## config.mk

```make
export PLATFORM = sky130hd
export DESIGN_NAME = mul_operand_sequencer
export DESIGN_NICKNAME = d
export VERILOG_FILES = /design/src/rtl/mul_pkg.sv /design/src/rtl/mul_operand_sequencer.sv
export SDC_FILE = /design/constraint.sdc
export NUM_CORES = 1
export LEC_CHECK = 0
export BUFFER_PORTS_ARGS = -buffer_cell sky130_fd_sc_hd__buf_2
export CORE_MARGIN = 5
export CORE_UTILIZATION = 46
export DETAILED_ROUTE_END_ITERATION = 16
export PLACE_DENSITY = 0.76
export SLEW_MARGIN = 25
export SYNTH_ARGS = -nofsm -noshare
export SYNTH_HDL_FRONTEND = slang
export SYNTH_SLANG_ARGS = --single-unit
```

## constraint.sdc

```tcl
create_clock -name clk -period 2 [get_ports clk]
set_clock_uncertainty 0.15 [all_clocks]
set_input_delay 0.3 -clock clk [delete_from_list [all_inputs] [get_ports clk]]
set_output_delay 0.3 -clock clk [all_outputs]
set_load 0.005 [all_outputs]
```

## src/rtl/mul_pkg.sv

```systemverilog
// Shared types and constants for the repeated-addition multiplier front-end.
package mul_pkg;

  typedef enum logic [2:0] {
    IDLE,
    START,
    LOAD_A,
    LOAD_B,
    WAIT_DONE,
    HOLD
  } seq_state_t;

  localparam int DEF_W        = 16;
  // Cycles between the start strobe and the multiplier's lda cycle.
  localparam int MUL_LOAD_GAP = 1;

endpackage

```

## src/rtl/mul_operand_sequencer.sv

```systemverilog
// Serialises an (A,B) pair onto the multiplier bus as start/A/B, waits for done
// under a timeout, and returns the product on a valid/ready port; zero operands bypass the multiplier.
module mul_operand_sequencer
  import mul_pkg::*;
#(
  parameter int W       = DEF_W,
  parameter int TIMEOUT = 1024,
  parameter int CNT_W   = 11
) (
  input  logic         clk,
  input  logic         rst,
  input  logic         in_valid,
  output logic         in_ready,
  input  logic [W-1:0] in_a,
  input  logic [W-1:0] in_b,
  output logic         out_valid,
  input  logic         out_ready,
  output logic [W-1:0] out_p,
  output logic         out_err,
  output logic         mul_start,
  output logic [W-1:0] mul_data,
  input  logic         mul_done,
  input  logic [W-1:0] mul_y,
  output logic         busy
);

  seq_state_t       state;
  logic [W-1:0]     a_q;
  logic [W-1:0]     b_q;
  logic [CNT_W-1:0] cnt;

  assign in_ready = (state == IDLE);
  assign busy     = (state != IDLE);

  always_ff @(posedge clk) begin
    if (rst) begin
      state     <= IDLE;
      a_q       <= '0;
      b_q       <= '0;
      cnt       <= '0;
      out_valid <= 1'b0;
      out_err   <= 1'b0;
      out_p     <= '0;
      mul_start <= 1'b0;
      mul_data  <= '0;
    end else begin
      case (state)
        IDLE: begin
          if (in_valid) begin
            a_q <= in_a;
            b_q <= in_b;
            if (in_a == '0 || in_b == '0) begin
              out_p     <= '0;
              out_err   <= 1'b0;
              out_valid <= 1'b1;
              state     <= HOLD;
            end else begin
              mul_start <= 1'b1;
              mul_data  <= '0;
              state     <= START;
            end
          end
        end
        START: begin
          mul_start <= 1'b0;
          mul_data  <= a_q;
          state     <= LOAD_A;
        end
        LOAD_A: begin
          mul_data <= b_q;
          state    <= LOAD_B;
        end
        LOAD_B: begin
          cnt   <= '0;
          state <= WAIT_DONE;
        end
        WAIT_DONE: begin
          // Any done seen before this state belongs to the previous operation.
          if (mul_done) begin
            out_p     <= mul_y;
            out_err   <= 1'b0;
            out_valid <= 1'b1;
            state     <= HOLD;
          end else if (cnt == CNT_W'(TIMEOUT - 1)) begin
            out_p     <= '0;
            out_err   <= 1'b1;
            out_valid <= 1'b1;
            state     <= HOLD;
          end else begin
            cnt <= cnt + 1'b1;
          end
        end
        HOLD: begin
          if (out_ready) begin
            out_valid <= 1'b0;
            state     <= IDLE;
          end
        end
        default: state <= IDLE;
      endcase
    end
  end

endmodule

```

**After elaboration in Yosys (flattened, before gate mapping)**

Index checks and enable logic that the tools add are counted.

- Reduce and logical (&&, ||, !) cells: 17
- Equal/unequal tests: 13
- Add/subtract/negate cells: 1
- Mux-type cells: 30

Operators by type and width:

| operator | count |
|---|---|
| two-way mux 16 bit | 6 |
| one-hot mux 16 bit (3 select lines) | 1 |
| zero test 16 bit | 2 |
| one-hot mux 16 bit (2 select lines) | 1 |
| two-way mux 11 bit | 2 |
| one-hot mux 11 bit (2 select lines) | 1 |
| one-hot mux 3 bit (6 select lines) | 1 |
| two-way mux 3 bit | 5 |
| AND reduction 3 bit | 4 |
| adder 11 x 1 -> 11 bit, second input constant | 1 |
| equality test 11 x 10 -> 1 bit, second input constant | 1 |
| two-way mux 1 bit | 10 |
| inequality test 2 bit, second input constant | 5 |
| nonzero test 3 bit | 3 |
| equality test 3 x 2 -> 1 bit, second input constant | 2 |
| equality test 3 bit, second input constant | 2 |
| nonzero test 2 bit | 3 |
| AND reduction 5 bit | 1 |
| one-hot mux 1 bit (2 select lines) | 2 |
| AND reduction 4 bit | 1 |
| equality test 3 x 1 -> 1 bit, second input constant | 1 |
| zero test 3 bit | 1 |
| inequality test 3 bit, second input constant | 1 |
| one-hot mux 1 bit (3 select lines) | 1 |
| other kinds (3) | 3 |

- Output and inout port bits: 37
- Input port bits: 53
- Word-level logic and storage cells: 70
- Flip-flop bits (word level): 81

**Longest topological paths before layout**

Gate-level depths: netlist of the first run.

- Depth after elaboration: 5
- Gate-level depth with buffers: 8
- Gate-level depth less buffers: 6

**Least setup slack after synthesis of the first run**

OpenSTA, ideal clock, no wires.

- Path type: register to register
- Start point: reg cnt[0]
- End point: reg out_p[10]
- Period minus slack after synthesis: 1.915 ns
- Cell stages (with the launch flop): 8
- Buffers on the path: 1
- Data required time: 1.791 ns
- Library setup time: 0.059 ns
- Arrival time: 1.706 ns
- Setup slack: 0.085 ns
- Path through: dfxtp_1 > ha_1 > and3_1 > or3b_4 > a21oi_2 > a211oi_2 > buf_6 > a22o_1

- Cells in the longest elaborated chain, start to end: 3

RTL lines:

| what | line | RTL |
|---|---|---|
| from (decl) | mul_operand_sequencer.sv:30 | `logic [CNT_W-1:0] cnt;` |
| from (signal assigned) | mul_operand_sequencer.sv:90 | `cnt <= cnt + 1'b1;` |
| equality test 11 x 10 -> 1 bit | mul_operand_sequencer.sv:84 | `end else if (cnt == CNT_W'(TIMEOUT - 1)) begin` |
| inequality test 3 bit (no line) | n/a |  |
| AND reduction 4 bit (no line) | n/a |  |
| to (signal assigned) | mul_operand_sequencer.sv:80 | `out_p <= mul_y;` |
| to (decl) | mul_operand_sequencer.sv:18 | `output logic [W-1:0] out_p,` |

No other way between the ends.
A chain may end at the register's enable or synchronous reset.

**Final worst setup path of the first run**

- Start point: reg cnt[1]
- End point: reg out_err

- Cells in the longest elaborated chain, start to end: 3

RTL lines:

| what | line | RTL |
|---|---|---|
| equality test 11 x 10 -> 1 bit | mul_operand_sequencer.sv:84 |  |
| inequality test 3 bit (no line) | n/a |  |
| AND reduction 4 bit (no line) | n/a |  |
| to (signal assigned) | mul_operand_sequencer.sv:54 | `out_err <= 1'b0;` |
| to (signal assigned) | mul_operand_sequencer.sv:81 | `out_err <= 1'b0;` |
| to (signal assigned) | mul_operand_sequencer.sv:86 | `out_err <= 1'b1;` |
| to (decl) | mul_operand_sequencer.sv:19 | `output logic out_err,` |

No other way between the ends.

==> flow_summary.ini, run 1 <==
[global_routing]
grt_max_degree = 36
antenna_found_initial = 0
busiest_layer = met2
grt_pass1_vias = 2852
overflow = 0
use_met3_pct = 5.229
met2_usage_pct = 30.85
grt_pass1_wl_mm = 13.25
grtUsageMet1_pct = 24.81
track_usage_pct = 19.08

[timing]
drv_slew = 0
finalCriticalPeriod_ps = 1955
worst_pin_slew_ps = 605.0
timing.final.crit_share_pct = 97.74
timing.fmax_mhz = 511.5
rsz0062_at_grt = yes
holdWs_ps = 21.13
setup_viol = 0
slew_headroom_pct = 59.54
hold_viol = 0

[clock_network]
cts_sinks = 81
insertion_delay_ps = 350
clk_path_buf_depth = 2
root_buffer = clkbuf_8
numCtsBuffers = 9
tritoncts = done
path_clk_slew_ps = 80
htreeDepth = 3

[yosys]
synth_top_area_cell = dfxtp_1
ys_types = 51
yosysSeqAreaShare_pct = 50.55
synth-adder-area-share_pct = 0.3900
synth-compound-area-share_pct = 22.93
ys.warnings.count = 0
syn_area_sq_um = 3208
synth_flop_cell = dfxtp_1
syn_area_per_cell_sq_um = 9.140
yosysTopAreaCellShare_pct = 50.55
synthCells = 351
synthArstFlopShare_pct = 0
ys_seq_elements = 81
synthMuxAreaShare_pct = 0.3120
yosys.area_share.simple_pct = 19.66
synth_top_family_by_area = compound AO/OA/AOI/OAI gates
synth_edf_count = 0
syn-num-nets = 405
synth_xor_area_share_pct = 1.638
synthTopCellsByArea = dfxtp_1 51%, nand2_1 8.3%, a21oi_1 6.1%

[worst_setup_path]
startpoint_type = flop
cp.required_ps = 2100
cp_max_fo = 8
crit_arrival_ps = 2050
path_class = flop to flop
cp-end-kind = flop

[place]
io_buffers = 89
placed_cells = 534
gp_congestion = 0.8387
dpl.hpwl_mm = 5.589

[drt]
drt-pass1-iter-count = 5
ant_nets = 0
routed_wl_mm = 8.101
remaining_drc_errors = 0
vias = 2944
first_iter_violations = 142
vias_per_cell = 5.324
wl_per_cell_microns = 14.65

[floorplan]
die_x_microns = 93.51
die_area_sq_um = 8744
die_y_microns = 93.51
rows = 30
core_area_sq_um = 6794
start_util_pct = 47.22
ios = 90

[pwr]
leakage_nw = 1.708
p_total_mw = 4.235
worst_ir_drop_vdd_mv = 0.4365
p_per_area_nw_per_um2 = 1017

[min_path]
hold_path_class = primary input to flop

[layout]
num_antenna_cells = 0
final_cells = 553
fin_util_pct = 61.29
areaGrowthSynthToFinish_pct = 29.80
nNetsFinal = 507
drive_above_1_share_pct = 34.57

[flow_run]
drv_cap = 0

[status]
status = finished clean
==> placed cells by master (no fill, tap or decap), types with 3 or more instances in the layout <==
master / Yosys / routed
buf_2: 8 / 89
dfxtp_1: 81 / 79
nand2_1: 71 / 70
a21oi_1: 39 / 38
buf_4: 3 / 22
a22oi_1: 16 / 16
o2bb2ai_1: 16 / 16
nor2_1: 13 / 13
a22o_1: 10 / 10
clkbuf_8: 0 / 10
nor4_1: 8 / 8
a22o_2: 7 / 7
inv_1: 6 / 6
xnor2_1: 5 / 5
nor3_1: 6 / 4
or2_2: 3 / 3
nand3_1: 3 / 3
a211oi_1: 3 / 3
nand4_1: 3 / 3
nor2b_1: 3 / 3
==> state kept, by name, indices dropped and copies added (netlist names) <==
signal / count
a_q: 16
out_err: 1
out_valid: 1
b_q: 16
mul_start: 1
cnt: 11
mul_data: 16
out_p: 16
state: 3
==> area by class of cell <==
class	instances	area, sq um
Multi-Input combinational cell	239	1491
Sequential cell	81	1624
Tap cell	96	120.1
Inverter	6	22.52
Timing Repair Buffer	116	681.9
Clock inverter	5	86.33
Fill cell	610	2630
Clock buffer	10	137.6
==> logic make-up after synthesis <==
group | Yosys count
simple gates | 127
compound gates | 104
flops | 81
buf+inv | 31
xor+xnor | 6
mux | 1
fa+ha+maj | 1
==> synthesized netlist by cell type (7+ instances only) <==
cell / n
a21oi_1: 39
a22o_1: 10
a22o_2: 7
a22oi_1: 16
buf_2: 8
clkbuf_1: 11
dfxtp_1: 81
nand2_1: 71
nor2_1: 13
nor4_1: 8
o2bb2ai_1: 16
==> where the power goes <==
part / internal, mW / switching [mW] / total, mW
logic: 0.426 / 0.575 / 1.00
clock network: 0.742 / 0.604 / 1.35
registers: 1.78 / 0.110 / 1.89
==> path summary, 6_finish.rpt <==
check / from / end / slack, ps / depth (start not counted)
max: cnt[1] / out_err / 50 / 7
max reg2reg: cnt[1] / out_err / 50 / 7
min reg2reg: cnt[10] / cnt[10] / 280 / 2
min: mul_y[10] / out_p[10] / 20 / 2
==> layer usage <==
layer  wire (microns)  up-vias
li1                 -     1457
met1             3654     1373
met5                0        -
met2             3755      103
met4              110        0
met3              581       11
==> metrics by stage <==
stage	TNS [ps]	setup WS, ps	cell area, sq um
after CTS	0	4.126	4120
after global routing	-134.6	-37.55	4164
final	0	45.12	4164
after detailed placement	-4990	-316.0	3854
after global placement	-3809	-254.3	3854
after floorplan	0	85.08	3208
==> worst max-delay path, cell delays in order, from the launching register on <==
cell,delay [ps]
dfxtp_2,330
ha_2,160
and3_4,190
or3b_4,400
a21oi_4,170
a211oi_4,50
buf_6,140
a22o_2,240
==> repair_timing <==
action,4_1_cts,5_1_grt
setup endpoints to repair,17,24
pin swaps,1,1
gates resized for setup,1,11
endpoints found under the hold margin,2,0
buffers inserted,2,0
hold buffers,2,0
(Power assumes the default switching activity.)
==> run 2, diff against run 1 <==
--- a/config.mk
+++ b/config.mk
@@ -5,11 +5,11 @@
 export SDC_FILE = /design/constraint.sdc
 export NUM_CORES = 1
 export LEC_CHECK = 0
-export BUFFER_PORTS_ARGS = -buffer_cell sky130_fd_sc_hd__buf_2
 export CORE_MARGIN = 5
-export CORE_UTILIZATION = 46
+export CORE_UTILIZATION = 47
 export DETAILED_ROUTE_END_ITERATION = 16
-export PLACE_DENSITY = 0.76
+export DONT_BUFFER_PORTS = 1
+export PLACE_DENSITY = 0.65
 export SLEW_MARGIN = 25
 export SYNTH_ARGS = -nofsm -noshare
 export SYNTH_HDL_FRONTEND = slang
==> run 2 against run 1 <==
Against the previous run: clock-buffer cell count stayed put; core utilization is 1.2 points higher; design area is 0.75% higher; via count is 4.9% lower; critical path depth stayed put.
==> flow_summary.ini, run 2 (synthesis gave the netlist of run 1 again) <==
[status]
status = finished clean

[layout]
final_common_cell = dfxtp_1
num_antenna_cells = 0
final_cells = 493
mostFrequentLayoutCells = 79 x dfxtp_1, 71 x nand2_1, 49 x dlygate4sd3_1, 39 x a21oi_1, 19 x buf_4
nNetsFinal = 463
design_area_sq_um = 4195
drive_above_1_share_pct = 15.01
areaGrowthSynthToFinish_pct = 30.77
regArea_sq_um = 1624
multi_input_area_sq_um = 1479
final.fill_count = 576

[worst_setup_path]
rr_endpoint = out_err
path_class = flop to flop
reg2reg_depth = 7
cp-end-kind = flop
startpoint_type = flop
cp.required_ps = 2100
cp_max_fo = 17
regToRegSetupSlack_ps = 60
r2r_start = cnt[0]
crit_arrival_ps = 2040

[floorplan]
rows = 30
ios = 90
die_y_microns = 92.62
core_area_sq_um = 6719
die_area_sq_um = 8578
start_util_pct = 47.75
die_x_microns = 92.62

[global_routing]
overflow = 0
antenna_found_initial = 0
grt_max_degree = 41
grt_pass1_vias = 2906
grt_pass1_wl_mm = 14.25
track_usage_pct = 21.05

[place]
pre_cts_ws_ps = -305.5
place_area_sq_um = 3353
gp_congestion = 0.8220
io_buffers = 0
dpl.hpwl_mm = 5.302
placed_cells = 425

[timing]
timing.fmax_mhz = 514.3
drv_slew = 0
setup_slack_ps = 55.58
finalCriticalPeriod_ps = 1944
holdWs_ps = 30.02
worst_pin_slew_ps = 504.0
hold_viol = 0
setup_viol = 0
slew_headroom_pct = 66.09
timing.final.crit_share_pct = 97.22

[clock_network]
clk_path_buf_depth = 2
numCtsBuffers = 9
cts_sinks = 81
root_buffer = clkbuf_8
htreeDepth = 3
tritoncts = done
path_clk_slew_ps = 70
insertion_delay_ps = 360

[drt]
vias = 2799
wl_per_cell_microns = 18.01
drt-pass1-iter-count = 4
remaining_drc_errors = 0
first_iter_violations = 148
vias_per_cell = 5.677
routed_wl_mm = 8.879
ant_nets = 0

[pwr]
p_int_mw = 3.135
p_switching_mw = 1.249
p_per_area_nw_per_um2 = 1045
leakage_nw = 1.510
p_seq_share_pct = 43.5
worst_ir_drop_vdd_mv = 0.6070
power_frac_clock_pct = 35.0
pwr-share-comb_pct = 21.5
switching_share_pct = 28.48

[min_path]
hold_path_class = primary input to flop
hold_path_end = out_valid
hold_path_startpoint = out_ready
whs_path_depth = 2

[flow_run]
drv_cap = 0
==> run 2: cell types whose count changed in the layout (fill, tap and decap cells not counted), moves of 2 or more <==
cell / before / now
bufinv_16: 2 / 4
buf_4: 22 / 19
buf_12: 2 / 4
buf_2: 89 / 0
inv_6: 2 / 0
dlygate4sd3_1: 2 / 49
nor3_1: 4 / 6
==> run 2: worst max-delay path, stage by stage (launching register included) <==
cell and delay [ps]:
dfxtp_2 360, ha_4 140, and3_4 180, or3b_4 390
a21oi_4 150, a211oi_4 60, buf_12 160, a22o_2 250
==> run 2: how the worst max path moves through the flow <==
stage                 from        end  slack (ps)  depth (start not counted)
floorplan           cnt[0]  out_p[10]          90                          7
CTS                 cnt[1]    out_err           6                          7
global placement    cnt[0]    out_err        -260                          6
global route        cnt[0]    out_err          -5                          7
detailed placement  cnt[0]    out_err        -310                          6
finish              cnt[0]    out_err          60                          7
==> run 2: power by group through the flow <==
stage | Clock (mW) | Combinational [mW] | Sequential (mW)
after detailed placement | 0 | 0.810 | 1.94
after CTS | 1.57 | 0.926 | 1.90
after global routing | 1.63 | 1.04 | 1.93
final | 1.53 | 0.943 | 1.91
after global placement | 0 | 0.798 | 1.94
after floorplan | 0 | 0.619 | 1.89
==> run 2: through the flow <==
| stage | power, mW | setup TNS (ps) | utilization [%] |
|---|---|---|---|
| floorplan | 2.510 | 0 | - |
| detailed placement | 2.750 | -4773 | 49.91 |
| finish | 4.384 | 0 | 62.44 |
| CTS | 4.401 | 0 | 61.84 |
| global placement | 2.735 | -3975 | 49.91 |
| global route | 4.602 | -4.980 | 62.44 |
==> run 2: area by class of cell <==
type	instances	share of cell area (%)
Clock buffer	10	3.042
Clock inverter	5	3.072
Inverter	6	0.5368
Multi-Input combinational cell	239	35.25
Sequential cell	81	38.71
Tap cell	80	2.386
Timing Repair Buffer	72	17.00
==> run 2: layer usage <==
metal / GRT usage (%) / part of all wire, %
met1: 23.87 / 39
met2: 36.50 / 51
met3: 8.205 / 8.6
met4: 6.349 / 1.6
met5: 0 / 0
==> run 2: what timing repair did <==
item / in CTS / in global routing
hold buffers: 50 / 0
gates resized for setup: 2 / 6
endpoints found under the hold margin: 55 / 0
pin swaps: 1 / 2
gates cloned: 0 / 0
setup endpoints to repair: 17 / 24
setup buffers: 1 / 2
==> run 3, diff against run 2 <==
--- a/config.mk
+++ b/config.mk
@@ -10,7 +10,7 @@
 export DETAILED_ROUTE_END_ITERATION = 16
 export DONT_BUFFER_PORTS = 1
 export PLACE_DENSITY = 0.65
-export SLEW_MARGIN = 25
+export REMOVE_ABC_BUFFERS = 1
 export SYNTH_ARGS = -nofsm -noshare
 export SYNTH_HDL_FRONTEND = slang
 export SYNTH_SLANG_ARGS = --single-unit
==> run 3 against run 2 <==
Against the previous run: cell count grew 0.41%; maximum frequency down 0.39%; non-clock buffer count grew 1; sequential share of layout area rose by 0.78 points; via count fell by 0.14%; critical endpoint unchanged.
==> flow_summary.ini, run 3 (synthesis gave the netlist of run 1 again) <==
[timing]
holdWs_ps = 21.32
finalCriticalPeriod_ps = 1952
rsz0062_at_grt = yes
setup_viol = 0
worst_pin_slew_ps = 640.1
timing.fmax_mhz = 512.3
setup_slack_ps = 47.98
drv_slew = 0
slew_headroom_pct = 57.19
timing.final.crit_share_pct = 97.60
hold_viol = 0

[layout]
multi_input_area_sq_um = 1470
final_cells = 495
fin_util_pct = 61.21
areaGrowthSynthToFinish_pct = 28.20
final_common_cell = dfxtp_1
num_antenna_cells = 0
final.fill_count = 556
regArea_sq_um = 1624
mostFrequentLayoutCells = 79 x dfxtp_1, 71 x nand2_1, 49 x dlygate4sd3_1, 39 x a21oi_1, 21 x buf_4
design_area_sq_um = 4113
nNetsFinal = 464
drive_above_1_share_pct = 14.94

[worst_setup_path]
startpoint_type = flop
regToRegSetupSlack_ps = 50
cp-end-kind = flop
critPathCapture = out_err
cp_max_fo = 17
reg2reg_depth = 7
rr_endpoint = out_err
worstSetupStartpoint = cnt[0]
cp.required_ps = 2090
path_class = flop to flop
r2r_start = cnt[0]
crit_arrival_ps = 2040

[floorplan]
start_util_pct = 47.75
die_area_sq_um = 8578
die_y_microns = 92.62
core_area_sq_um = 6719
die_x_microns = 92.62
rows = 30
ios = 90

[global_routing]
antenna_found_initial = 0
grt_pass1_vias = 2920
track_usage_pct = 20.33
grt_pass1_wl_mm = 14.03
grt_max_degree = 40
overflow = 0

[place]
placed_cells = 427
io_buffers = 0
gp_congestion = 0.8612
pre_cts_ws_ps = -293.9
dpl.hpwl_mm = 5.298
place_area_sq_um = 3361

[pwr]
p_per_area_nw_per_um2 = 968.2
leakage_nw = 1.482
worst_ir_drop_vdd_mv = 0.5745

[min_path]
hold_path_class = primary input to flop
hold_path_startpoint = rst

[drt]
vias_per_cell = 5.646
ant_nets = 0
vias = 2795
first_iter_violations = 204
routed_wl_mm = 8.714
remaining_drc_errors = 0
drt-pass1-iter-count = 4
wl_per_cell_microns = 17.60

[clock_network]
tritoncts = done
root_buffer = clkbuf_8
path_clk_slew_ps = 80
clk_path_buf_depth = 2
cts_sinks = 81
htreeDepth = 3
numCtsBuffers = 9
insertion_delay_ps = 340

[flow_run]
drv_cap = 0

[status]
status = finished clean
[run 3: worst min path at each step]
stage / endpoint / slack, ps / cells past startpoint
2_1_floorplan: a_q[0] / 220 / 1
4_1_cts: out_valid / 10 / 2
3_3_place_gp: b_q[0] / 220 / 1
5_1_grt: out_valid / 20 / 2
3_5_place_dp: b_q[0] / 230 / 1
6_report: out_valid / 20 / 2
[run 3: what timing repair did]
| action | in CTS | in global routing |
|---|---|---|
| setup buffers | 0 | 3 |
| hold buffers | 50 | 0 |
| endpoints found under the setup margin | 17 | 19 |
| pin swaps | 1 | 2 |
| gates resized for setup | 1 | 5 |
| endpoints found under the hold margin | 55 | 0 |
[run 3: area by class of cell]
class / count / area share, %
inverter: 6 / 0.5476
clock buffer: 11 / 3.194
tap: 80 / 2.434
clock inverter: 5 / 1.369
timing repair buffer: 73 / 17.22
multi-input combinational: 239 / 35.75
sequential: 81 / 39.49
[run 3: power breakdown]
part | switching [mW] | internal (mW) | leakage (nW)
Sequential | 0.118 | 1.78 | 0.659
Combinational | 0.545 | 0.407 | 0.730
Clock | 0.557 | 0.576 | 0.0933
[run 3: through the flow]
stage,total power [mW],TNS [ps]
global route,4.192,-14.94
CTS,3.982,0
global placement,2.748,-4087
detailed placement,2.762,-4590
floorplan,2.422,-8670
finish,3.982,0
[run 3: critical path, stage by stage, from the launching register on]
cell,delay [ps]
dfxtp_2,340
ha_2,170
and3_1,160
or3b_4,400
a21oi_4,160
a211oi_4,70
buf_12,160
a22o_2,250
[run 3: metal layers]
metal,global-route usage [%],wire length (microns)
met1,23.43,3517
met2,35.77,4345
met3,6.336,772
met4,6.593,78
met5,0,0
